===== src/rtl/fp_normalizer.sv =====
// rtl/fp_normalizer.sv - serial normalize-and-round of a 12-bit sign-magnitude word to 1/3/4 float.
// Optional FPN_OVF_FLAG_EN adds the ovf output flagging saturated rounding.
module fp_normalizer (
  input  logic        clk,
  input  logic        rst_n,
  input  logic        in_valid,
  output logic        in_ready,
  input  logic        sign_in,
  input  logic [11:0] mag_in,
  output logic        out_valid,
  input  logic        out_ready,
  output logic        sign_out,
  output logic [2:0]  exp_out,
  output logic [3:0]  sig_out
`ifdef FPN_OVF_FLAG_EN
  ,
  output logic        ovf
`endif
);

  typedef enum logic [1:0] {
    IDLE  = 2'd0,
    SHIFT = 2'd1,
    ROUND = 2'd2,
    DONE  = 2'd3
  } state_t;

  state_t      state_q;
  logic [11:0] w_q;
  logic [2:0]  e_q;
  logic        sign_q;
  logic        out_valid_q;
  logic        sign_out_q;
  logic [2:0]  exp_out_q;
  logic [3:0]  sig_out_q;
  logic [4:0]  round_sum_d;
`ifdef FPN_OVF_FLAG_EN
  logic        ovf_q;
`endif

  // Bit 11 is zero for legal inputs; treating it as "already normalized" keeps the shift bounded.
  logic normalized_d;
  assign normalized_d = (w_q[11:10] != 2'b00) || (e_q == 3'd0);
  assign round_sum_d  = {1'b0, w_q[10:7]} + {4'b0000, w_q[6]};

  always_ff @(posedge clk or negedge rst_n) begin
    if (!rst_n) begin
      state_q     <= IDLE;
      w_q         <= 12'd0;
      e_q         <= 3'd0;
      sign_q      <= 1'b0;
      out_valid_q <= 1'b0;
      sign_out_q  <= 1'b0;
      exp_out_q   <= 3'd0;
      sig_out_q   <= 4'd0;
`ifdef FPN_OVF_FLAG_EN
      ovf_q       <= 1'b0;
`endif
    end else begin
      case (state_q)
        IDLE: begin
          if (in_valid) begin
            w_q     <= mag_in;
            e_q     <= 3'd7;
            sign_q  <= sign_in;
            state_q <= SHIFT;
          end
        end
        SHIFT: begin
          if (normalized_d) begin
            state_q <= ROUND;
          end else begin
            w_q <= {w_q[10:0], 1'b0};
            e_q <= e_q - 3'd1;
          end
        end
        ROUND: begin
          sign_out_q  <= sign_q;
          out_valid_q <= 1'b1;
          state_q     <= DONE;
          if (!round_sum_d[4]) begin
            sig_out_q <= round_sum_d[3:0];
            exp_out_q <= e_q;
`ifdef FPN_OVF_FLAG_EN
            ovf_q     <= 1'b0;
`endif
          end else if (e_q != 3'd7) begin
            // Carry out of the significand renormalizes to 1.000 at the next exponent.
            sig_out_q <= 4'b1000;
            exp_out_q <= e_q + 3'd1;
`ifdef FPN_OVF_FLAG_EN
            ovf_q     <= 1'b0;
`endif
          end else begin
            sig_out_q <= 4'b1111;
            exp_out_q <= 3'd7;
`ifdef FPN_OVF_FLAG_EN
            ovf_q     <= 1'b1;
`endif
          end
        end
        DONE: begin
          if (out_ready) begin
            out_valid_q <= 1'b0;
            state_q     <= IDLE;
          end
        end
        default: state_q <= IDLE;
      endcase
    end
  end

  assign in_ready  = (state_q == IDLE);
  assign out_valid = out_valid_q;
  assign sign_out  = sign_out_q;
  assign exp_out   = exp_out_q;
  assign sig_out   = sig_out_q;
`ifdef FPN_OVF_FLAG_EN
  assign ovf       = ovf_q;
`endif

endmodule


===== config.mk =====
export PLATFORM = sky130hd
export DESIGN_NAME = fp_normalizer
export DESIGN_NICKNAME = d
export VERILOG_FILES = /design/src/rtl/fp_normalizer.sv
export SDC_FILE = /design/constraint.sdc
export NUM_CORES = 1
export LEC_CHECK = 0
export BUFFER_PORTS_ARGS = -buffer_cell sky130_fd_sc_hd__buf_2
export CORE_ASPECT_RATIO = 0.9
export CORE_MARGIN = 4
export CORE_UTILIZATION = 51
export CTS_CLUSTER_SIZE = 14
export DETAILED_ROUTE_END_ITERATION = 10
export GPL_ROUTABILITY_DRIVEN = 0
export MAX_ROUTING_LAYER = met4
export PLACE_DENSITY = 0.77
export SYNTH_ARGS = -nofsm -noshare
export SYNTH_HDL_FRONTEND = slang
export SYNTH_SLANG_ARGS = --single-unit

===== constraint.sdc =====
create_clock -name clk -period 2.7 [get_ports clk]
set_input_delay 0.27 -clock clk [delete_from_list [all_inputs] [get_ports clk]]
set_output_delay 0.27 -clock clk [all_outputs]
set_load 0.005 [all_outputs]

==> summary.txt <==
Run status
  – Status: complete, no violations

Drt
  – Max layer used: met4
  – DR WL met2: approximately 1400 um
  – Drt total wl: roughly 2800 um
  – Pre-antenna DRT Iters: 4
  – Antenna Nets Post-Route: 0
  – WL/cell: 13.98 um
  – Initial DRC count: between 70 and 80
  – Vias post-DR: 1120
  – Post-DR vias/cell: 5.572
  – DRC viols: 0
  – Met3 wire len: 109 um
  – Met1 WL: 1285 um

Timing
  – Slew @ Worst Pin: 0.6001 ns
  – Final Hold Fails: 0
  – Rel. slew slack: about 60%
  – Crit path time final: about 1.9 ns
  – Final-report max-slew violation count: 0
  – Fin Clk Skew: 0.01770 ns
  – FMAX: between 0.5 and 0.6 GHz
  – Setup repair after global routing missed its margin: no
  – Setup slack after layout: between 0.8 and 0.9 ns
  – Post-Route Setup TNS: 0 ns
  – Final Setup Violations: 0
  – Period utilization: between 60% and 70%

Global route
  – Total grt overflow: 0
  – Initial antenna violation count: 0
  – Number of global-route vias before repair: ~1200
  – Largest net degree at the start of global routing: 28
  – Total track usage: between 10% and 20%
  – First-pass GRT wire length: approximately 4900 um

Synth
  – Largest family of logic cells by synthesized area: compound AO/OA/AOI/OAI gates
  – Async SR Flop Fraction: 100.0%
  – Synth Warn #: 0
  – Gate Count Post-Synth: about 130
  – Synth area leader: dfrtp_1
  – Synth top area share: a little under half
  – Post-synthesis compound-gate area fraction: between 20% and 30%
  – Synthesized area per cell: 10.94 sq um
  – Adder-cell share of the synthesized area: under 10%
  – Synth Area in Simple Gates: 15.19%
  – EDFF count, synth: 0
  – Synth Net Count: between 150 and 200
  – Synthesized area: ~0.0015 sq mm
  – Post-synthesis mux area share: between 4 and 5%
  – Top-count cell post-synth: dfrtp_1
  – Synth Flop Type: dfrtp_1
  – XOR/XNOR Fraction of Synth Area: 0%
  – Yosys reg bits: 27
  – Area contributors post-synth: dfrtp_1, ha_1, o221a_1
  – Yosys cell types: 36
  – Sequential share of the synthesized area: 46.08%

Layout
  – Final cell count without fillers: roughly 200
  – Nets: around 190
  – Share of post-route cells with drive strength above 1: approximately a quarter
  – Number of fillers in the final layout: about 240
  – Fin util: between 60 and 70%
  – Layout Area Growth over Synthesis: 14.08%
  – Antenna Cells: 0

Clock tree
  – Clock sinks: 27
  – # H-tree levels: 1
  – Setup bufs post-CTS: 0
  – CTS Buf Count: 3
  – CTS Buffer Depth: 2
  – Clk_lat worst skew: ~0.33 ns
  – Clk slew on worst S/H paths: between 0.15 and 0.2 ns
  – CTS tree: built
  – CTS root buf: clkbuf_4

Power
  – Leak pwr: between 0.7 and 0.8 nW
  – Pwr dens: around 1000 mW/mm^2
  – Maximum VDD drop: 0.5653 mV
  – Power Total: approximately 0.0017 W

Place
  – IO Port Bufs: 26
  – Placed cells: 196
  – Post-DP HPWL: 2061 um
  – Pre-CTS setup slack: between 0.8 and 0.9 ns

Worst setup path
  – Reg2reg end: w_q[3]
  – Startpoint types: flip-flop
  – WS Path Type: reg -> reg
  – CP endpoint kind: flip-flop
  – CP Max Fanout: 10
  – Reg2reg path depth: 6
  – R2R Setup Slk: 0.84 ns
  – Crit path required time: approximately 3.0 ns
  – Worst r2r src: state_q[1]
  – CP Data Arrival Time: about 2.1 ns

Floorplan
  – # rows: 18
  – Die width: 64.52 um
  – CORE AREA: between 0.002 and 0.003 sq mm
  – Ports: 27
  – Die Area: approximately 0.0038 sq mm
  – Starting Density: a little over half
  – Die Y: ~60 um

Min path
  – Hold Crit Start: sign_in
  – Hold Crit Endpoint: sign_q
  – Hold depth: 2
  – Hold/Removal Path Class: in -> reg

Job
  – Max_cap viols: 0
[how the worst max path moves through the flow]
stage,start,endpoint,slack (ns),cells after the start
floorplan,e_q[0],state_q[1],1.09,6
global placement,state_q[1],w_q[2],0.99,6
detailed placement,state_q[0],w_q[3],0.90,6
CTS,state_q[1],w_q[3],0.85,6
global route,state_q[0],w_q[3],0.75,6
finish,state_q[1],w_q[3],0.84,6
[critical path, cell delays in order, from the launching register on]
cell      delay [ns]
dfrtp_1         0.44
inv_1           0.10
ha_1            0.28
nor2b_4         0.18
nor2_2          0.19
a21boi_4        0.35
o221a_1         0.26
[cell type report]
| type | instances | area (sq um) | share of cell area (%) |
|---|---|---|---|
| inverter | 10 | 38.79 | 2.319 |
| multi-input combinational | 92 | 730.7 | 43.68 |
| tap | 40 | 50.05 | 2.992 |
| sequential | 27 | 675.6 | 40.39 |
| timing repair buffer | 28 | 147.6 | 8.826 |
| clock buffer | 3 | 22.52 | 1.346 |
| clock inverter | 1 | 7.507 | 0.4488 |
[cells by family after synthesis]
group / after synthesis
DFF: 27
buffers and inverters: 15
muxes: 6
AOI/OAI and AO/OA: 37
adders and majority gates: 10
and+or+nand+nor: 39
[state kept, by name (all words and copies together) (netlist names)]
| name | flops |
|---|---|
| w_q | 12 |
| sig_out | 4 |
| e_q | 3 |
| exp_out | 3 |
| state_q | 2 |
| out_valid | 1 |
| sign_out | 1 |
| sign_q | 1 |
[power breakdown]
part / switching (W) / leakage [nW] / internal [W]
Sequential: 0.000100 / 0.282 / 0.000552
Clock: 0.000125 / 0.0139 / 0.0000567
Combinational: 0.000452 / 0.453 / 0.000393
Total: 0.000677 / 0.749 / 0.00100
[per-layer routing]
metal,vias up,track usage (%)
met5,-,-
met4,0,4.819
met3,4,4.389
met2,23,30.00
met1,546,19.07
li1,547,-
[layout by cell type, fill, tap and decap left out, drive strengths merged, types with 3 or more instances in the layout]
cell,n
a21oi,10
buf,27
clkbuf,3
dfrtp,27
ha,10
inv,9
mux2,5
nand2,5
nand3,4
nor2,12
o211ai,4
o21ai,3
o221a,10
or3,10
[repair_timing]
action,in CTS,in global routing
resized for setup,0,0
hold buffers,1,0
hold endpoints to repair,27,0
[stage by stage]
step                      hold slack, ns  instance area (sq um)
after floorplan                 -0.02559                   1466
after global placement            0.3022                   1633
after detailed placement          0.3151                   1633
after CTS                         0.1426                   1673
after global routing              0.1347                   1673
final                             0.1500                   1673
No activity file was read; power rests on OpenSTA's default activity.
